[config.mk]
export PLATFORM = sky130hd
export DESIGN_NAME = encoder_ctrl_flat
export DESIGN_NICKNAME = d
export VERILOG_FILES = /design/src/rtl/encoder_ctrl_pkg.sv /design/src/rtl/encoder_ctrl_if.sv /design/src/rtl/encoder_ctrl_watchdog.sv /design/src/rtl/encoder_ctrl.sv /design/src/flat_wrapper.sv
export SDC_FILE = /design/constraint.sdc
export NUM_CORES = 1
export LEC_CHECK = 0
export BUFFER_PORTS_ARGS = -buffer_cell sky130_fd_sc_hd__clkbuf_2
export CORE_ASPECT_RATIO = 1.75
export CORE_MARGIN = 2
export CORE_UTILIZATION = 45
export CTS_CLUSTER_SIZE = 10
export DETAILED_ROUTE_END_ITERATION = 10
export PLACE_DENSITY = 0.67
export SKIP_LAST_GASP = 1
export SLEW_MARGIN = 40
export SYNTH_ARGS = -nofsm -noshare
export SYNTH_HDL_FRONTEND = slang
export SYNTH_HIERARCHICAL = 1
export SYNTH_SLANG_ARGS = --single-unit
[constraint.sdc]
create_clock -name clk -period 5.29 [get_ports clk]
set_input_delay 1.058 -clock clk [delete_from_list [all_inputs] [get_ports clk]]
set_output_delay 1.058 -clock clk [all_outputs]
set_load 0.005 [all_outputs]
[src/rtl/encoder_ctrl_pkg.sv]
// Shared types and constants for the encoder job sequencer.
package enc_ctrl_pkg;

  // IDLE  | waiting for the first byte of a job
  // LOAD  | writing host bytes into the encoder input RAM
  // FLUSH | input RAM full, discarding bytes until in_last
  // RUN   | encoder selected, waiting for done or watchdog
  // RD    | read strobe to the output code RAM
  // HOLD  | presenting one code to the host
  typedef enum logic [2:0] {
    IDLE,
    LOAD,
    FLUSH,
    RUN,
    RD,
    HOLD
  } enc_ctrl_state_t;

  localparam int ERR_TRUNC   = 0;
  localparam int ERR_TIMEOUT = 1;

endpackage

[src/rtl/encoder_ctrl_if.sv]
// Host-side byte stream (in_*) and code stream (out_*) of the encoder sequencer.
interface encoder_ctrl_if #(
  parameter int DATA_WIDTH = 8
);
  logic                  in_valid;
  logic [DATA_WIDTH-1:0] in_data;
  logic                  in_last;
  logic                  in_ready;
  logic                  out_valid;
  logic [DATA_WIDTH-1:0] out_data;
  logic                  out_last;
  logic                  out_ready;

  modport master (
    output in_valid, in_data, in_last, out_ready,
    input  in_ready, out_valid, out_data, out_last
  );

  modport slave (
    input  in_valid, in_data, in_last, out_ready,
    output in_ready, out_valid, out_data, out_last
  );
endinterface

[src/rtl/encoder_ctrl_watchdog.sv]
// RUN-state watchdog: down-counter reloaded by clr, expired pulses on the
// TIMEOUT_CYCLES-th enabled cycle after the last clear.
module enc_watchdog #(
  parameter int TIMEOUT_CYCLES = 1024
) (
  input  logic clk,
  input  logic rst,
  input  logic clr,
  input  logic en,
  output logic expired
);
  localparam int CW = (TIMEOUT_CYCLES > 1) ? $clog2(TIMEOUT_CYCLES) : 1;

  logic [CW-1:0] cnt;

  // Reload while cleared, count down while enabled, park at zero.
  always_ff @(posedge clk) begin
    if (rst || clr) cnt <= CW'(TIMEOUT_CYCLES - 1);
    else if (en && cnt != '0) cnt <= cnt - CW'(1);
  end

  assign expired = en && (cnt == '0);
endmodule

[src/rtl/encoder_ctrl.sv]
// Encoder job sequencer: loads host bytes into the encoder input RAM, runs the
// encoder under a watchdog, then streams the output codes back to the host.
// Optional build macro ENC_CTRL_PERF_EN adds perf_cycles (RUN cycle count).
module encoder_ctrl
  import enc_ctrl_pkg::*;
#(
  parameter int ADDR_WIDTH     = 4,
  parameter int DATA_WIDTH     = 8,
  parameter int TIMEOUT_CYCLES = 1024
) (
  input  logic                  clk,
  input  logic                  rst,
  encoder_ctrl_if.slave         host,
  output logic                  mem_we,
  output logic [ADDR_WIDTH-1:0] mem_addr,
  output logic [DATA_WIDTH-1:0] mem_wdata,
  output logic [ADDR_WIDTH:0]   enc_len,
  output logic                  enc_cs,
  input  logic                  enc_done,
  input  logic [ADDR_WIDTH:0]   enc_out_count,
  output logic                  rd_en,
  output logic [ADDR_WIDTH-1:0] rd_addr,
  input  logic [DATA_WIDTH-1:0] rd_data,
  output logic                  busy,
  output logic [1:0]            err
`ifdef ENC_CTRL_PERF_EN
  ,
  output logic [15:0]           perf_cycles
`endif
);
  localparam int DEPTH = 2 ** ADDR_WIDTH;

  enc_ctrl_state_t       state;
  logic [ADDR_WIDTH-1:0] wr_cnt;
  logic [ADDR_WIDTH-1:0] rd_idx;
  logic [ADDR_WIDTH:0]   out_cnt;
  logic [DATA_WIDTH-1:0] buf_data;
  logic                  buf_valid;
  logic                  in_ready_q;
  logic                  wd_expired;
  logic                  accept;
  logic                  write;
  logic                  enter_run;
  logic                  last_code;

  assign accept    = host.in_valid && in_ready_q;
  assign write     = accept && (state == IDLE || state == LOAD);
  // Every path into RUN is the handshake that carries in_last.
  assign enter_run = accept && host.in_last;
  assign last_code = ({1'b0, rd_idx} == out_cnt - (ADDR_WIDTH+1)'(1));

  enc_watchdog #(.TIMEOUT_CYCLES(TIMEOUT_CYCLES)) u_watchdog (
    .clk     (clk),
    .rst     (rst),
    .clr     (state != RUN),
    .en      (state == RUN),
    .expired (wd_expired)
  );

  // Job sequencing FSM with registered in_ready, enc_cs, enc_len and err.
  always_ff @(posedge clk) begin
    if (rst) begin
      state      <= IDLE;
      wr_cnt     <= '0;
      rd_idx     <= '0;
      out_cnt    <= '0;
      enc_len    <= '0;
      enc_cs     <= 1'b0;
      in_ready_q <= 1'b0;
      err        <= '0;
      buf_data   <= '0;
      buf_valid  <= 1'b0;
    end else begin
      case (state)
        IDLE: begin
          in_ready_q <= 1'b1;
          if (accept) begin
            err <= '0;
            if (host.in_last) begin
              enc_len    <= (ADDR_WIDTH+1)'(1);
              enc_cs     <= 1'b1;
              in_ready_q <= 1'b0;
              state      <= RUN;
            end else begin
              wr_cnt <= ADDR_WIDTH'(1);
              state  <= LOAD;
            end
          end
        end
        LOAD: begin
          if (accept) begin
            if (host.in_last) begin
              enc_len    <= {1'b0, wr_cnt} + (ADDR_WIDTH+1)'(1);
              wr_cnt     <= '0;
              enc_cs     <= 1'b1;
              in_ready_q <= 1'b0;
              state      <= RUN;
            end else if (wr_cnt == ADDR_WIDTH'(DEPTH - 1)) begin
              enc_len        <= (ADDR_WIDTH+1)'(DEPTH);
              err[ERR_TRUNC] <= 1'b1;
              wr_cnt         <= '0;
              state          <= FLUSH;
            end else begin
              wr_cnt <= wr_cnt + ADDR_WIDTH'(1);
            end
          end
        end
        FLUSH: begin
          if (accept && host.in_last) begin
            enc_cs     <= 1'b1;
            in_ready_q <= 1'b0;
            state      <= RUN;
          end
        end
        RUN: begin
          // done has priority over a watchdog expiry in the same cycle
          if (enc_done) begin
            enc_cs  <= 1'b0;
            out_cnt <= enc_out_count;
            rd_idx  <= '0;
            if (enc_out_count == '0) begin
              in_ready_q <= 1'b1;
              state      <= IDLE;
            end else begin
              state <= RD;
            end
          end else if (wd_expired) begin
            err[ERR_TIMEOUT] <= 1'b1;
            enc_cs           <= 1'b0;
            in_ready_q       <= 1'b1;
            state            <= IDLE;
          end
        end
        RD: begin
          buf_valid <= 1'b0;
          state     <= HOLD;
        end
        HOLD: begin
          // rd_data is only valid on the first HOLD cycle; keep a copy for stalls
          if (!buf_valid) begin
            buf_data  <= rd_data;
            buf_valid <= 1'b1;
          end
          if (host.out_ready) begin
            buf_valid <= 1'b0;
            if (last_code) begin
              in_ready_q <= 1'b1;
              state      <= IDLE;
            end else begin
              rd_idx <= rd_idx + ADDR_WIDTH'(1);
              state  <= RD;
            end
          end
        end
        default: state <= IDLE;
      endcase
    end
  end

`ifdef ENC_CTRL_PERF_EN
  // Cycles spent in RUN for the most recent job, saturating.
  always_ff @(posedge clk) begin
    if (rst || enter_run) perf_cycles <= '0;
    else if (state == RUN && perf_cycles != 16'hFFFF) perf_cycles <= perf_cycles + 16'd1;
  end
`endif

  assign host.in_ready  = in_ready_q;
  assign mem_we         = write;
  assign mem_addr       = write ? wr_cnt : '0;
  assign mem_wdata      = write ? host.in_data : '0;
  assign rd_en          = (state == RD);
  assign rd_addr        = rd_en ? rd_idx : '0;
  assign host.out_valid = (state == HOLD);
  assign host.out_data  = (state != HOLD) ? '0 : (buf_valid ? buf_data : rd_data);
  assign host.out_last  = (state == HOLD) && last_code;
  assign busy           = (state != IDLE);

  // enter_run is only consumed by the optional perf counter
  logic unused_ok;
  assign unused_ok = enter_run;
endmodule

[src/flat_wrapper.sv]
// flat-port wrapper written by rule: the top's interface ports become plain ports
module encoder_ctrl_flat import enc_ctrl_pkg::*;
#(
  parameter int ADDR_WIDTH     = 4,
  parameter int DATA_WIDTH     = 8,
  parameter int TIMEOUT_CYCLES = 1024
)
  (clk, rst, mem_we, mem_addr, mem_wdata, enc_len, enc_cs, enc_done, enc_out_count, rd_en, rd_addr, rd_data, busy, err, host_in_valid, host_in_data, host_in_last, host_out_ready, host_in_ready, host_out_valid, host_out_data, host_out_last);
  encoder_ctrl_if #(.DATA_WIDTH(DATA_WIDTH)) host_i ();
  input  logic clk;
  input  logic rst;
  output logic mem_we;
  output logic [ADDR_WIDTH-1:0] mem_addr;
  output logic [DATA_WIDTH-1:0] mem_wdata;
  output logic [ADDR_WIDTH:0] enc_len;
  output logic enc_cs;
  input  logic enc_done;
  input  logic [ADDR_WIDTH:0] enc_out_count;
  output logic rd_en;
  output logic [ADDR_WIDTH-1:0] rd_addr;
  input  logic [DATA_WIDTH-1:0] rd_data;
  output logic busy;
  output logic [1:0] err;
  input wire logic [$bits(host_i.in_valid)-1:0] host_in_valid;
  input wire logic [$bits(host_i.in_data)-1:0] host_in_data;
  input wire logic [$bits(host_i.in_last)-1:0] host_in_last;
  input wire logic [$bits(host_i.out_ready)-1:0] host_out_ready;
  output wire logic [$bits(host_i.in_ready)-1:0] host_in_ready;
  output wire logic [$bits(host_i.out_valid)-1:0] host_out_valid;
  output wire logic [$bits(host_i.out_data)-1:0] host_out_data;
  output wire logic [$bits(host_i.out_last)-1:0] host_out_last;
  assign host_i.in_valid = host_in_valid;
  assign host_i.in_data = host_in_data;
  assign host_i.in_last = host_in_last;
  assign host_i.out_ready = host_out_ready;
  assign host_in_ready = host_i.in_ready;
  assign host_out_valid = host_i.out_valid;
  assign host_out_data = host_i.out_data;
  assign host_out_last = host_i.out_last;
  encoder_ctrl #(.ADDR_WIDTH(ADDR_WIDTH), .DATA_WIDTH(DATA_WIDTH), .TIMEOUT_CYCLES(TIMEOUT_CYCLES)) u_core (.clk(clk), .rst(rst), .host(host_i), .mem_we(mem_we), .mem_addr(mem_addr), .mem_wdata(mem_wdata), .enc_len(enc_len), .enc_cs(enc_cs), .enc_done(enc_done), .enc_out_count(enc_out_count), .rd_en(rd_en), .rd_addr(rd_addr), .rd_data(rd_data), .busy(busy), .err(err));
endmodule
==> impl_metrics.json, run 1 <==
{
  "hp-class": "reg -> reg",
  "die_area_um2": 6230,
  "layout_setup_ws_ps": 2030,
  "postCtsSetupBuffers": 0,
  "cts_tree": "done",
  "io_pins": 65,
  "finalSetupTns_ps": 0,
  "worstMarginPinSlew_ps": 809,
  "hpwl_mm": 4.62,
  "grt_first_pass_wirelength_mm": 10.3,
  "synth-seq-area-share_pct": 35.0,
  "antenna_found_initial": 0,
  "avgSynthCellArea_um2": 7.79,
  "cp-start-kind": "register",
  "fin_cells": 451,
  "die_y_um": 103,
  "synth_top_area_share_pct": 35.0,
  "path_cells": "nand3_1 -> inv_1 -> and2_1 -> clkbuf_2",
  "finalCriticalPeriod_ps": 3260,
  "fmax_mhz": 307,
  "grt.overflow.total": 0,
  "p_leak_nw": 1.15,
  "clk_pin_slew_ps": 80,
  "critPathCaptureType": "output pin",
  "dp_cells": 443,
  "period_share_pct": 61.6,
  "portBuffers": 64,
  "grt_use_total_pct": 21.1,
  "vias_per_cell": 5.57,
  "core-area_um2": 5500,
  "cts-resized-gates": 0,
  "maxCapViolCount": 0,
  "clock_skew_ps": 4.03,
  "crit_required_ps": 4230,
  "finish.utilization_pct": 53.9,
  "place_ws_ps": 2280,
  "crit_path_top_delay_cell": "dfxtp_1",
  "crit_path_max_fanout": 19,
  "status": "finished, final reports clean",
  "fin_nets": 405,
  "routed_wl_mm": 6.26,
  "cts_hold_buf": 0,
  "initial_utilization_pct": 45.8,
  "grt_max_degree": 40,
  "ys_warn_count": 6,
  "ys.flop_type": "dfxtp_1",
  "async_flop_share_pct": 0,
  "slowest_delay_ps": 700,
  "synthTopCellsByArea": "dfxtp_1 (35%), a21oi_1 (6.4%), mux2i_1 (5.2%)",
  "die_w_um": 60.5,
  "layout-drive-gt1-share_pct": 20.5,
  "max_slew_margin_pct": 45.9,
  "num_antenna_cells": 0,
  "clock_latency_ps": 290,
  "synth_fp_nets": 354,
  "power_density_nw_per_um2": 258,
  "drt_iter0_drc": 135,
  "clock_sink_count": 44,
  "rows": 36,
  "cts_max_path_buffers": 2,
  "totalPowerFinal_mw": 0.765,
  "final_antenna_net_count": 0,
  "rsz0062_at_grt": "false",
  "area_delta_synth_final_pct": 17.8,
  "crit_type": "reg -> out",
  "ys_types": 49,
  "synth_area_um2": 2510,
  "h-tree-depth": 2,
  "yosysTopAreaCell": "dfxtp_1",
  "vias": 2514,
  "setup_viol": 0,
  "synth_edf_count": 0,
  "critical_path_arrival_ps": 2200,
  "slew_violations": 0,
  "cts-root-buf": "clkbuf_8",
  "cts_buffers": 5,
  "hold_viol": 0,
  "wl_per_cell_um": 13.9,
  "ys_ff_latch": 44,
  "gp_congestion": 0.904,
  "drcViolationCount": 0,
  "grt_pass1_vias": 2365,
  "fill_cells": 579,
  "syn_inst": 323,
  "first_pass_iters": 5,
  "vdd_ir_drop_max_mv": 0.149
}
-- cell usage in the layout (no fill, tap or decap), drive strengths merged, types with 5 or more instances in the layout --
master	count
clkbuf	70
dfxtp	44
nor2	32
a21oi	32
nand2	23
o21ai	21
and2	18
nand3	13
mux2i	13
inv	11
nor3	10
or3	6
o31ai	6
nor3b	5
nand4	5
o211ai	5
o41ai	5
-- cells in the mapped netlist, drive strengths merged, types with 3 or more instances --
| cell type | number |
|---|---|
| dfxtp | 44 |
| clkbuf | 12 |
| nand2 | 23 |
| o31ai | 6 |
| o211ai | 5 |
| ha | 4 |
| and2 | 18 |
| xnor2 | 4 |
| a31oi | 3 |
| xor2 | 3 |
| nand4 | 5 |
| o21ai | 21 |
| nor2 | 32 |
| a21oi | 32 |
| nor3 | 10 |
| nor3b | 5 |
| or3 | 6 |
| mux2i | 13 |
| nand3 | 13 |
| and3 | 3 |
| buf | 8 |
| inv | 11 |
| o41ai | 5 |
| or4 | 4 |
| nor4 | 3 |
-- power by group --
group / internal, mW / switching, mW
registers: 0.343 / 0.0283
clock network: 0.140 / 0.114
logic: 0.0611 / 0.0787
total: 0.544 / 0.221
-- layout make-up --
class | instances | area [µm²] | area share [%]
clock buffer | 6 | 72.6 | 2.45
clock inverter | 2 | 35.0 | 1.18
inverter | 11 | 41.3 | 1.39
multi-input combinational | 248 | 1520 | 51.2
sequential | 44 | 881 | 29.7
tap | 76 | 95.1 | 3.21
timing repair buffer | 64 | 320 | 10.8
-- stage by stage --
stage	hold WS, ps	cell area, µm²
2_1_floorplan	448	2510
4_1_cts	464	2960
6_report	458	2960
5_1_grt	492	2960
3_3_place_gp	441	2850
3_5_place_dp	452	2860
-- worst max-delay path, delay by kind of cell, from the launching register on --
| kind | cells | cell delay [ps] |
|---|---|---|
| buf+inv | 2 | 420 |
| flops | 1 | 700 |
| simple gates | 2 | 790 |
-- sequential cells by signal, summed over array words and instances (netlist names) --
name / flops
u_core/enc_len: 5
u_core/enc_cs: 1
u_core/out_cnt: 5
u_core/buf_data: 8
u_core/buf_valid: 1
u_core/wr_cnt: 4
u_core/rd_idx: 4
u_core/host.in_ready: 1
u_core/u_watchdog/cnt: 10
u_core/err: 2
u_core/state: 3
-- path summary, 6_finish.rpt --
| path | end | slack [ps] | cells after the start | from |
|---|---|---|---|---|
| worst min register to register | u_core/enc_len[1]$_SDFFE_PP0P_ | 460 | 2 | u_core/enc_len[1]$_SDFFE_PP0P_ |
| worst max register to register | u_core/state[1]$_SDFFE_PP0P_ | 2360 | 10 | u_core/state[1]$_SDFFE_PP0P_ |
| worst max-delay path | host_out_last | 2030 | 4 | u_core/state[2]$_SDFFE_PP0P_ |
| worst min-delay path | u_core/enc_len[1]$_SDFFE_PP0P_ | 460 | 2 | u_core/enc_len[1]$_SDFFE_PP0P_ |
-- kinds of logic after synthesis --
family,count (synthesis),share of synthesized area (%)
DFF,44,35.0
buffers and inverters,31,4.93
and+or+nand+nor,139,29.8
AOI/OAI and AO/OA,85,20.6
adders and majority gates,4,1.99
xor gates and xnor gates,7,2.44
muxes,13,5.17
-- layer usage --
layer | GRT usage, % | wire (µm)
met4 | 8.70 | 118
met5 | 0 | 0
met3 | 3.39 | 276
met2 | 39.1 | 3350
met1 | 23.0 | 2510
No activity file was read; power rests on OpenSTA's default activity.
==> run 2: changes to the inputs <==
--- a/config.mk
+++ b/config.mk
@@ -11,7 +11,7 @@
 export CORE_UTILIZATION = 45
 export CTS_CLUSTER_SIZE = 10
 export DETAILED_ROUTE_END_ITERATION = 10
-export PLACE_DENSITY = 0.67
+export PLACE_DENSITY = 0.69
 export SKIP_LAST_GASP = 1
 export SLEW_MARGIN = 40
 export SYNTH_ARGS = -nofsm -noshare
==> constraint.sdc (replaced) <==
create_clock -name clk -period 2.76 [get_ports clk]
set_input_delay 0.552 -clock clk [delete_from_list [all_inputs] [get_ports clk]]
set_output_delay 0.552 -clock clk [all_outputs]
set_load 0.005 [all_outputs]
==> run 2 against run 1 <==
Effect of this change: clock skew grew 9.6 ps; first-iteration DRC count up 2.2%; clock-buffer cell count rose by 2; sequential power grew 84%; combinational power grew 120%; register-to-register slack lost 1900 ps; routed wire length increased by 2.5%; via count increased by 1.6%; setup slack got worse by 1800 ps; largest power group unchanged.
==> impl_metrics.json, run 2 (synthesis results as in run 1) <==
{
  "status": "finished, final reports clean",
  "p_seq_share_pct": 48.1,
  "cts_buffers": 5,
  "initial_utilization_pct": 45.8,
  "period_share_pct": 90.1,
  "setup_viol": 0,
  "maxCapViolCount": 0,
  "power_density_nw_per_um2": 474,
  "die_w_um": 60.5,
  "fin_nets": 412,
  "largest_registers": "u_core/u_watchdog/cnt: 10 flops, u_core/buf_data: 8 flops",
  "die_area_um2": 6230,
  "critPathCaptureType": "output pin",
  "crit_type": "reg -> out",
  "grt_use_total_pct": 22.0,
  "grt_first_pass_wirelength_mm": 10.4,
  "grt_pass1_vias": 2368,
  "finalCriticalPeriod_ps": 2490,
  "layout_common_cells": "clkbuf_2 (64), dfxtp_1 (44), nor2_1 (32), a21oi_1 (32), nand2_1 (23)",
  "rows": 36,
  "critical_path_arrival_ps": 1930,
  "clock_latency_ps": 300,
  "grt_max_degree": 27,
  "largest_reg_flops": 10,
  "hp-start": "u_core/enc_len[1]$_SDFFE_PP0P_",
  "vias_per_cell": 5.58,
  "portBuffers": 64,
  "drcViolationCount": 0,
  "hpwl_mm": 4.82,
  "layout_commonest_cell": "clkbuf_2",
  "h-tree-depth": 2,
  "r2r_end": "u_core/state[1]$_SDFFE_PP0P_",
  "cts_max_path_buffers": 2,
  "max_slew_margin_pct": 49.5,
  "worstMarginPinSlew_ps": 756,
  "area_delta_synth_final_pct": 18.9,
  "finalSetupTns_ps": 0,
  "cts_tree": "done",
  "crit_required_ps": 2210,
  "clock_sink_count": 44,
  "hp-class": "reg -> reg",
  "fmax_mhz": 402,
  "layout-drive-gt1-share_pct": 21.5,
  "routed_wl_mm": 6.42,
  "gp_congestion": 0.861,
  "io_pins": 65,
  "cts_hold_buf": 0,
  "hold-path-endpoint": "u_core/enc_len[1]$_SDFFE_PP0P_",
  "first_pass_iters": 4,
  "die_y_um": 103,
  "power.share.switching_pct": 30.0,
  "cp-start-kind": "register",
  "grt.overflow.total": 0,
  "rr_worst_depth": 10,
  "place_ws_ps": 488,
  "reg2reg_slack_ps": 450,
  "clk_pin_slew_ps": 90,
  "wl_per_cell_um": 14.0,
  "num_antenna_cells": 0,
  "postCtsSetupBuffers": 0,
  "antenna_found_initial": 0,
  "hold_depth": 2,
  "largest-register": "u_core/u_watchdog/cnt",
  "final_antenna_net_count": 0,
  "p_leak_nw": 1.17,
  "slew_violations": 0,
  "rr_startpoint": "u_core/state[1]$_SDFFE_PP0P_",
  "hold_viol": 0,
  "layout_setup_ws_ps": 274,
  "p_comb_share_pct": 22.1,
  "rsz0062_at_grt": "false",
  "switchingPower_mw": 0.425,
  "p_clk_share_pct": 29.8,
  "crit_path_max_fanout": 11,
  "core-area_um2": 5500,
  "vias": 2555,
  "cts-root-buf": "clkbuf_8",
  "clock_skew_ps": 13.6,
  "vdd_ir_drop_max_mv": 0.232,
  "drt_iter0_drc": 138,
  "cts-resized-gates": 0,
  "p_int_mw": 0.993
}
run 2: cell types whose count changed in the layout (fill, tap and decap cells not counted), sizes merged:
cell / change
clkbuf: +2
bufinv: -1
clkinv: -1
buf: +7
run 2: per-layer routing:
metal  track usage [%]  wire length (µm)  up-vias
met5                 0                 0        -
met4              11.4               208        0
met1              23.0              2450     1174
met2              40.5              3490       73
met3              3.76               275       17
li1                  -                 -     1291
run 2: how the worst max path moves through the flow:
stage	cells after the start	to	startpoint	slack (ps)
detailed placement	10	u_core/state[0]$_SDFFE_PP0P_	u_core/state[1]$_SDFFE_PP0P_	490
floorplan	11	u_core/state[0]$_SDFFE_PP0P_	u_core/state[0]$_SDFFE_PP0P_	460
global placement	10	u_core/state[0]$_SDFFE_PP0P_	u_core/state[1]$_SDFFE_PP0P_	570
finish	7	host_out_last	u_core/out_cnt[0]$_SDFFE_PP0P_	270
CTS	7	host_out_last	u_core/out_cnt[0]$_SDFFE_PP0P_	260
global route	10	u_core/state[0]$_SDFFE_PP0P_	u_core/state[1]$_SDFFE_PP0P_	90
run 2: per-stage QoR:
stage | util (%) | instances | cell area [µm²] | power (mW) | hold slack (ps)
detailed placement | 52.8 | 450 | 2900 | 1.01 | 447
global placement | 52.8 | 450 | 2900 | 1.01 | 440
global route | 54.4 | 458 | 2990 | 1.50 | 485
CTS | 54.4 | 458 | 2990 | 1.43 | 459
floorplan | - | 323 | 2510 | 0.899 | 448
finish | 54.4 | 458 | 2990 | 1.42 | 457
run 2: final cells by class:
class	instances	area, µm²
timing repair buffer	71	373
tap	76	95.1
sequential	44	881
multi-input combinational	248	1510
inverter	11	41.3
clock buffer	8	90.1
fill	595	2500
run 2: critical path: stages, from the launching register on:
cell and delay, ps:
dfxtp_1 370, inv_1 80, ha_1 240, nand3b_1 170, a21oi_1 130, o311a_1 370, and2_1 180, clkbuf_2 110
run 2: power by group through the flow:
stage	clock network, mW	logic [mW]	registers [mW]
finish	0.422	0.313	0.683
detailed placement	0	0.313	0.697
global route	0.461	0.355	0.686
floorplan	0	0.214	0.685
global placement	0	0.311	0.697
CTS	0.433	0.315	0.682
